--- src/rtl/serv_dbus_ctrl.sv ---
// Data-bus controller for a bit-serial core: gathers store data serially, runs one
// Wishbone-style bus cycle per request, and streams the (extended) load result back out.
module serv_dbus_ctrl #(
    parameter int BITS_PER_CYCLE = 1,
    parameter int LB             = $clog2(BITS_PER_CYCLE)
) (
    input  logic                      i_clk,
    input  logic                      i_rst,
    input  logic                      i_mem_req,
    input  logic                      i_we,
    input  logic [1:0]                i_size,
    input  logic                      i_signed,
    input  logic [1:0]                i_lsb,
    input  logic [31:0]               i_adr,
    input  logic                      i_st_en,
    input  logic [BITS_PER_CYCLE-1:0] i_rs2,
    input  logic                      i_en,
    output logic [BITS_PER_CYCLE-1:0] o_rd,
    output logic [31:0]               o_dbus_adr,
    output logic [31:0]               o_dbus_dat,
    output logic [3:0]                o_dbus_sel,
    output logic                      o_dbus_we,
    output logic                      o_dbus_cyc,
    input  logic [31:0]               i_dbus_rdt,
    input  logic                      i_dbus_ack,
    output logic                      o_ack,
    output logic                      o_misalign,
    output logic                      o_busy,
    output logic [1:0]                o_state
);

    // Handshake: a request is taken only in IDLE on a cycle with i_mem_req high;
    // o_dbus_cyc then stays high with all bus fields frozen until i_dbus_ack is
    // sampled high, which ends the cycle on that edge (single-beat, no timeout).

    typedef enum logic [1:0] {
        IDLE    = 2'd0,
        BUS     = 2'd1,
        READOUT = 2'd2
    } state_t;

    localparam logic [4:0] STEP = 5'(1 << LB);
    localparam logic [4:0] LAST = 5'(32 - (1 << LB));

    state_t      state_q, state_d;
    logic [31:0] wdata_q, wdata_d;
    logic [31:0] rdata_q, rdata_d;
    logic [4:0]  cnt_q, cnt_d;
    logic [31:0] adr_q, adr_d;
    logic [31:0] dat_q, dat_d;
    logic [3:0]  sel_q, sel_d;
    logic        we_q, we_d;
    logic        cyc_q, cyc_d;
    logic        ack_q, ack_d;
    logic        mis_q, mis_d;
    logic [1:0]  size_q, size_d;
    logic        signed_q, signed_d;
    logic [1:0]  lsb_q, lsb_d;

    logic        misaligned;
    logic [3:0]  sel_req;
    logic [31:0] dat_req;
    logic [31:0] ext;

    always_comb begin
        misaligned = ((i_size == 2'b01) && i_lsb[0]) || (i_size[1] && (i_lsb != 2'b00));
        case (i_size)
            2'b00:   sel_req = 4'b0001 << i_lsb;
            2'b01:   sel_req = i_lsb[1] ? 4'b1100 : 4'b0011;
            default: sel_req = 4'b1111;
        endcase
        case (i_size)
            2'b00:   dat_req = {4{wdata_q[7:0]}};
            2'b01:   dat_req = {2{wdata_q[15:0]}};
            default: dat_req = wdata_q;
        endcase
    end

    always_comb begin
        case (size_q)
            2'b00:   ext = {{24{signed_q & rdata_q[7]}}, rdata_q[7:0]};
            2'b01:   ext = {{16{signed_q & rdata_q[15]}}, rdata_q[15:0]};
            default: ext = rdata_q;
        endcase
    end

    always_comb begin
        state_d  = state_q;
        wdata_d  = wdata_q;
        rdata_d  = rdata_q;
        cnt_d    = cnt_q;
        adr_d    = adr_q;
        dat_d    = dat_q;
        sel_d    = sel_q;
        we_d     = we_q;
        cyc_d    = cyc_q;
        size_d   = size_q;
        signed_d = signed_q;
        lsb_d    = lsb_q;
        ack_d    = 1'b0;
        mis_d    = 1'b0;
        case (state_q)
            IDLE: begin
                if (i_st_en) begin
                    wdata_d = {i_rs2, wdata_q[31:BITS_PER_CYCLE]};
                end
                if (i_mem_req) begin
                    if (misaligned) begin
                        mis_d = 1'b1;
                    end else begin
                        state_d  = BUS;
                        cyc_d    = 1'b1;
                        adr_d    = i_adr;
                        we_d     = i_we;
                        sel_d    = sel_req;
                        dat_d    = dat_req;
                        size_d   = i_size;
                        signed_d = i_signed;
                        lsb_d    = i_lsb;
                    end
                end
            end
            BUS: begin
                if (i_dbus_ack) begin
                    cyc_d   = 1'b0;
                    ack_d   = 1'b1;
                    state_d = we_q ? IDLE : READOUT;
                    // Align the addressed byte/half down to bit 0 before extension.
                    rdata_d = i_dbus_rdt >> {lsb_q, 3'b000};
                    cnt_d   = 5'd0;
                end
            end
            READOUT: begin
                if (i_en) begin
                    cnt_d = cnt_q + STEP;
                    if (cnt_q == LAST) begin
                        state_d = IDLE;
                    end
                end
            end
            default: state_d = IDLE;
        endcase
    end

    always_ff @(posedge i_clk or posedge i_rst) begin
        if (i_rst) begin
            state_q  <= IDLE;
            wdata_q  <= '0;
            rdata_q  <= '0;
            cnt_q    <= '0;
            adr_q    <= '0;
            dat_q    <= '0;
            sel_q    <= '0;
            we_q     <= 1'b0;
            cyc_q    <= 1'b0;
            ack_q    <= 1'b0;
            mis_q    <= 1'b0;
            size_q   <= '0;
            signed_q <= 1'b0;
            lsb_q    <= '0;
        end else begin
            state_q  <= state_d;
            wdata_q  <= wdata_d;
            rdata_q  <= rdata_d;
            cnt_q    <= cnt_d;
            adr_q    <= adr_d;
            dat_q    <= dat_d;
            sel_q    <= sel_d;
            we_q     <= we_d;
            cyc_q    <= cyc_d;
            ack_q    <= ack_d;
            mis_q    <= mis_d;
            size_q   <= size_d;
            signed_q <= signed_d;
            lsb_q    <= lsb_d;
        end
    end

    assign o_rd       = ((state_q == READOUT) && i_en) ? ext[cnt_q +: BITS_PER_CYCLE] : '0;
    assign o_dbus_adr = adr_q;
    assign o_dbus_dat = dat_q;
    assign o_dbus_sel = sel_q;
    assign o_dbus_we  = we_q;
    assign o_dbus_cyc = cyc_q;
    assign o_ack      = ack_q;
    assign o_misalign = mis_q;
    assign o_busy     = (state_q != IDLE);
    assign o_state    = state_q;

endmodule

--- config.mk ---
export PLATFORM = sky130hd
export DESIGN_NAME = serv_dbus_ctrl
export DESIGN_NICKNAME = d
export VERILOG_FILES = /design/src/rtl/serv_dbus_ctrl.sv
export SDC_FILE = /design/constraint.sdc
export NUM_CORES = 1
export LEC_CHECK = 0
export BUFFER_PORTS_ARGS = -buffer_cell sky130_fd_sc_hd__buf_4
export CORE_ASPECT_RATIO = 2
export CORE_MARGIN = 2
export CORE_UTILIZATION = 30
export CTS_CLUSTER_DIAMETER = 80
export CTS_CLUSTER_SIZE = 28
export DETAILED_ROUTE_END_ITERATION = 7
export GPL_ROUTABILITY_DRIVEN = 1
export PLACE_DENSITY = 0.53
export SETUP_SLACK_MARGIN = 0.05
export SYNTH_ARGS = -nofsm -noshare
export SYNTH_HDL_FRONTEND = slang
export SYNTH_SLANG_ARGS = --single-unit
--- constraint.sdc ---
create_clock -name i_clk -period 5.95 [get_ports i_clk]
set_input_delay 0.2975 -clock i_clk [delete_from_list [all_inputs] [get_ports i_clk]]
set_output_delay 0.2975 -clock i_clk [all_outputs]
set_load 0.01 [all_outputs]
==> results of run 1 <==
## area by class of cell
class | instances | area (µm²) | share of cell area [%]
clock buffers | 23 | 468 | 5.39
repair buffers | 157 | 1180 | 13.6
multi-input cells | 378 | 2780 | 32.0
flip-flops and latches | 148 | 3700 | 42.6
clock inverters | 9 | 175 | 2.02
inverters | 8 | 35.0 | 0.403
well taps | 276 | 345 | 3.98
## cell families (layout without fill, tap and decap cells)
logic type	count (synthesis)	in the layout	share of synthesized area (%)
mux	137	137	23.6
flops	148	148	55.3
xor+xnor	2	2	0.262
simple gates	148	148	9.55
fa+ha+maj	2	2	0.374
compound gates	89	89	7.70
buf+inv	48	197	3.23
## state kept, by name (all words and copies together) (netlist names)
name        flops
o_dbus_dat     32
o_state         2
o_misalign      1
signed_q        1
o_dbus_we       1
size_q          2
rdata_q        32
o_ack           1
wdata_q        32
o_dbus_adr     32
o_dbus_sel      4
cnt_q           5
o_dbus_cyc      1
lsb_q           2
## cell usage after synthesis, drive strengths merged, types with 5 or more instances
| library cell | n |
|---|---|
| o211ai | 10 |
| nand3 | 11 |
| a21oi | 22 |
| o21ai | 40 |
| nand2 | 93 |
| dfrtp | 148 |
| buf | 17 |
| mux4 | 6 |
| mux2i | 45 |
| clkbuf | 23 |
| nor2 | 26 |
| mux2 | 86 |
| o31ai | 11 |
| inv | 8 |
| or2 | 5 |
## critical path, stage by stage (launching register included)
cell	delay, ns
dfrtp_1	0.74
mux4_1	0.38
o22ai_1	0.10
or4_1	0.44
a222oi_1	0.42
buf_4	0.19
## cells in the final DEF, fill, tap and decap left out, types with 2 or more instances in the layout
cell        synthesis  final
nand3_1            11     11
clkbuf_16           0     17
dfrtp_1           148    148
or2b_1              2      2
o21ai_0            40     40
or2_2               4      4
mux2i_1            45     45
nand2_1            93     93
o31ai_1            11     11
buf_4               1    157
mux2_2             85     85
o211ai_1           10     10
a211oi_1            2      2
clkbuf_8            0      2
ha_1                2      2
clkbuf_1           23      4
bufinv_16           0      5
mux4_1              6      6
inv_1               8      7
clkinvlp_4          0      2
a21oi_1            22     22
clkinv_2            0      2
and3_1              2      2
nor2_1             26     25
nand2b_1            2      2
## through the flow
step | power [W] | instance area (µm²) | worst slack (ns) | utilization [%]
2_1_floorplan | 0.00256 | 6700 | 1.67 | -
3_3_place_gp | 0.00315 | 8040 | 3.47 | 36.5
3_5_place_dp | 0.00320 | 8040 | 3.36 | 36.5
4_1_cts | 0.00439 | 8690 | 2.89 | 39.4
5_1_grt | 0.00460 | 8690 | 2.79 | 39.4
6_report | 0.00432 | 8690 | 2.96 | 39.4
## path summary, 6_finish.rpt
| path | start | endpoint | slack [ns] | cells past startpoint |
|---|---|---|---|---|
| setup / recovery | cnt_q[0] | o_rd | 2.96 | 5 |
| hold / removal | i_rst | o_ack | 0.004 | 2 |
| setup reg to reg | o_state[1] | o_dbus_adr[22] | 3.58 | 4 |
| hold reg to reg | rdata_q[27] | rdata_q[27] | 0.47 | 2 |
| max in group asynchronous | i_rst | rdata_q[29] | 4.57 | 3 |
| min in group i_clk | i_dbus_ack | o_state[0] | 0.05 | 2 |
## power by group
group / internal (W) / total, W / switching (W)
Combinational: 0.000753 / 0.00140 / 0.000647
Sequential: 0.00140 / 0.00175 / 0.000346
Clock: 0.000765 / 0.00117 / 0.000405
## metal layers
| layer | vias up | wire [µm] | global-route usage, % |
|---|---|---|---|
| li1 | 2275 | - | - |
| met1 | 2411 | 6260 | 16.4 |
| met2 | 104 | 10500 | 29.4 |
| met3 | 25 | 583 | 4.25 |
| met4 | 0 | 465 | 7.38 |
| met5 | - | 0 | 0 |
==> flow_summary.toml, run 1 <==
[drt]
vias = 4815
wl_per_cell_um = 17.8
wirelength_um = 17800
drtAntennaViolNets = 0
drc = 0
viasPerCell = 4.82
first_pass_iters = 4
drt_iter0_drc = 197

[layout]
nFillCells = 2130
fin_cells = 999
drive_gt1_share_pct = 38.6
nNetsFinal = 789
area_delta_synth_final_pct = 29.7
antenna_cells = 0

[floorplanning]
start_util_pct = 30.4
die_w_um = 110
rows = 77
core_area_um2 = 22100
io_pins = 153
die_h_um = 215
dieArea_um2 = 23600

[synth]
synthFlopType = "dfrtp_1"
synthArstFlopShare_pct = 100
synth_seq_cells = 148
synth_area_um2 = 6700
synth_cells = 574
ys_top_cells_by_area = "dfrtp_1 55%, mux2_2 14%, mux2i_1 6.7%, nand2_1 5.2%, o21ai_0 3.0%"
synth.distinct_cells = 38
yosysWarnings = 0
yosysTopAreaCell = "dfrtp_1"
syn_avg_cell_area_um2 = 11.7
synth_edf_count = 0
synth_nets = 653
synth_top_area_share_pct = 55.3
ys_seq_area_share_pct = 55.3

[critical_path]
cp_max_fo = 14
startpoint_type = "register"
worstSetupEndpointType = "output pin"
crit_required_ns = 5.65
crit_arrival_ns = 2.70
path_class = "register to output pin"

[sta]
rsz0062_at_grt = "no"
max-slew-margin-rel_pct = 24.2
finalWorstPathRequiredPeriod_ns = 2.99
worstMarginPinSlew_ns = 1.14
tns_ns = 0
max_freq_mhz = 334
finalSetupViolCount = 0
clock_skew_ns = 0.00938
fin_crit_sh_pct = 50.3
hold_viol_final = 0
drv_slew = 0
timing.hold.ws_ns = 0.00382

[clock_network]
post_cts_buffers = 0
postCtsHoldBufs = 0
clk_latency_ns = 0.43
cts.sinks = 148
cts_root_buf = "clkbuf_16"
clk_path_buf_depth = 2
cts_tree = "done"
ctsResizeCount = 0
htree_num_levels = 4
clk_pin_slew_worst_paths_ns = 0.06
cts_inserted_buffers = 17

[placement]
numPlacedInstances = 967
portBuffers = 152
place_hpwl_um = 13100
place_congestion = 0.835

[global_routing]
track_usage_pct = 16.1
grt_max_degree = 85
antenna_found_initial = 0
grt_pass1_wl_um = 28400
gr-total-overflow = 0
grt_pass1_vias = 5222

[pwr]
p_per_area_nw_per_um2 = 497
power_leakage_nw = 4.22
ir_worst_vdd_mv = 0.206

[run_status]
status = "completed"

[min_path]
hold_path_class = "primary input to asynchronous set/reset pin"

[job]
cap_viol_max_count = 0
No activity file was read; power rests on OpenSTA's default activity.
==> inputs of run 2 (changes only) <==
==> constraint.sdc (replaced) <==
create_clock -name i_clk -period 2.8 [get_ports i_clk]
set_input_delay 0.14 -clock i_clk [delete_from_list [all_inputs] [get_ports i_clk]]
set_output_delay 0.14 -clock i_clk [all_outputs]
set_load 0.01 [all_outputs]
==> run 2 against run 1 <==
Against the previous run: worst setup slack lost 2.7 ns; sequential power grew 110%; non-clock buffer count grew 50; highest routed layer unchanged; flip-flop and latch count is the same.
==> flow_summary.toml, run 2 (synthesis results as in run 1) <==
[run_status]
status = "completed"

[floorplanning]
core_area_um2 = 22100
dieArea_um2 = 23600
rows = 77
die_w_um = 110
die_h_um = 215
start_util_pct = 30.4
io_pins = 153

[global_routing]
track_usage_pct = 16.8
antenna_found_initial = 0
grt_pass1_wl_um = 29500
grt_pass1_vias = 5467
grt_max_degree = 149
gr-total-overflow = 0

[placement]
portBuffers = 152
numPlacedInstances = 968
place_ws_ns = 0.510
place_hpwl_um = 13200
place_congestion = 0.807

[clock_network]
clk_latency_ns = 0.44
cts.sinks = 148
cts_tree = "done"
htree_num_levels = 4
post_cts_buffers = 0
cts_root_buf = "clkbuf_16"
cts_inserted_buffers = 17
clk_path_buf_depth = 2
clk_pin_slew_worst_paths_ns = 0.05

[layout]
drive_gt1_share_pct = 36.2
nFillCells = 2095
seqCellArea_um2 = 3700
multi_input_area_um2 = 2780
area_delta_synth_final_pct = 36.1
final_common_cell = "buf_4"
fin_cells = 1046
antenna_cells = 0
final_cell_mix = "156 x buf_4, 147 x dfrtp_1, 93 x nand2_1, 85 x mux2_2, 49 x dlygate4sd3_1"
nNetsFinal = 839

[job]
cap_viol_max_count = 0

[critical_path]
crit_required_ns = 2.66
cpPeakStageDelay_ns = 0.61
startpoint_type = "register"
path_class = "register to output pin"
rrSetupSlack_ns = 0.67
crit_chain = "nor2_1 > and3_1 > or4_1 > a222oi_1 > buf_4"
slowest_stage = "dfrtp_1"
crit_arrival_ns = 2.42
worstSetupEndpointType = "output pin"
cp_top_family = "simple AND/OR/NAND/NOR gates"
cp_max_fo = 13
critPathBufInv = 1

[pwr]
power_leakage_nw = 4.40
finalPower_w = 0.00900
ir_worst_vdd_mv = 0.418
p_per_area_nw_per_um2 = 987

[sta]
fin_crit_sh_pct = 91.6
drv_slew = 0
finalSetupViolCount = 0
clock_skew_ns = 0.00632
max_freq_mhz = 390
hold_viol_final = 0
tns_ns = 0
rsz0062_at_grt = "no"
setup_ws_ns = 0.236
finalWorstPathRequiredPeriod_ns = 2.56
worstMarginPinSlew_ns = 0.895
max-slew-margin-rel_pct = 40.2

[min_path]
hold_path_class = "primary input to register"

[drt]
viasPerCell = 4.83
drt_iter0_drc = 174
first_pass_iters = 4
wl_per_cell_um = 18.1
drc = 0
vias = 5055
drtAntennaViolNets = 0
wirelength_um = 19000
[run 2: report_power, final]
group	internal [W]	switching, W	total [W]
Sequential	0.00299	0.000662	0.00365
Combinational	0.00167	0.00149	0.00316
Clock	0.00132	0.000870	0.00219
Total	0.00597	0.00302	0.00900
[run 2: per-layer routing]
metal  up-vias  routed length (µm)  GRT usage (%)
met1      2521                6550           16.0
met2       123               11100           32.0
met5         -                   0              0
met3        39                 587           3.46
li1       2372                   -              -
met4         0                 720           9.37
[run 2: timing repair]
item,CTS,global route
endpoints found under the hold margin,92,0
endpoints found under the setup margin,1,0
resized for setup,1,0
hold buffers,49,0
[run 2: worst paths after layout]
check | start | end | depth (start not counted)
min in group asynchronous | i_rst | o_dbus_adr[25] | 4
setup / recovery | cnt_q[1] | o_rd | 5
hold reg to reg | rdata_q[26] | rdata_q[26] | 2
hold / removal | i_dbus_rdt[20] | rdata_q[12] | 3
setup reg to reg | o_state[1] | o_dbus_sel[0] | 5
max in group asynchronous | i_rst | o_dbus_adr[15] | 4
[run 2: through the flow]
step | utilization (%) | hold WS (ns) | area (µm²)
after floorplan | - | 0.226 | 6700
after global placement | 36.6 | 0.351 | 8070
after detailed placement | 36.6 | 0.364 | 8070
after CTS | 41.3 | 0.000674 | 9120
after global routing | 41.3 | 0.0493 | 9120
final | 41.3 | 0.0236 | 9120
[run 2: worst register-to-register path, cell delays in order (launching register included)]
cell and delay, ns:
dfrtp_1 0.48, or3b_1 0.44, nand3b_4 0.32, nand2_1 0.14, o31ai_1 0.08, dlygate4sd3_1 0.56
[run 2: layout make-up]
type | count | share of cell area (%)
Sequential cell | 148 | 40.6
Multi-Input combinational cell | 378 | 30.5
Timing Repair Buffer | 207 | 18.7
Clock buffer | 25 | 5.54
Tap cell | 276 | 3.79
Clock inverter | 4 | 0.521
Inverter | 8 | 0.370
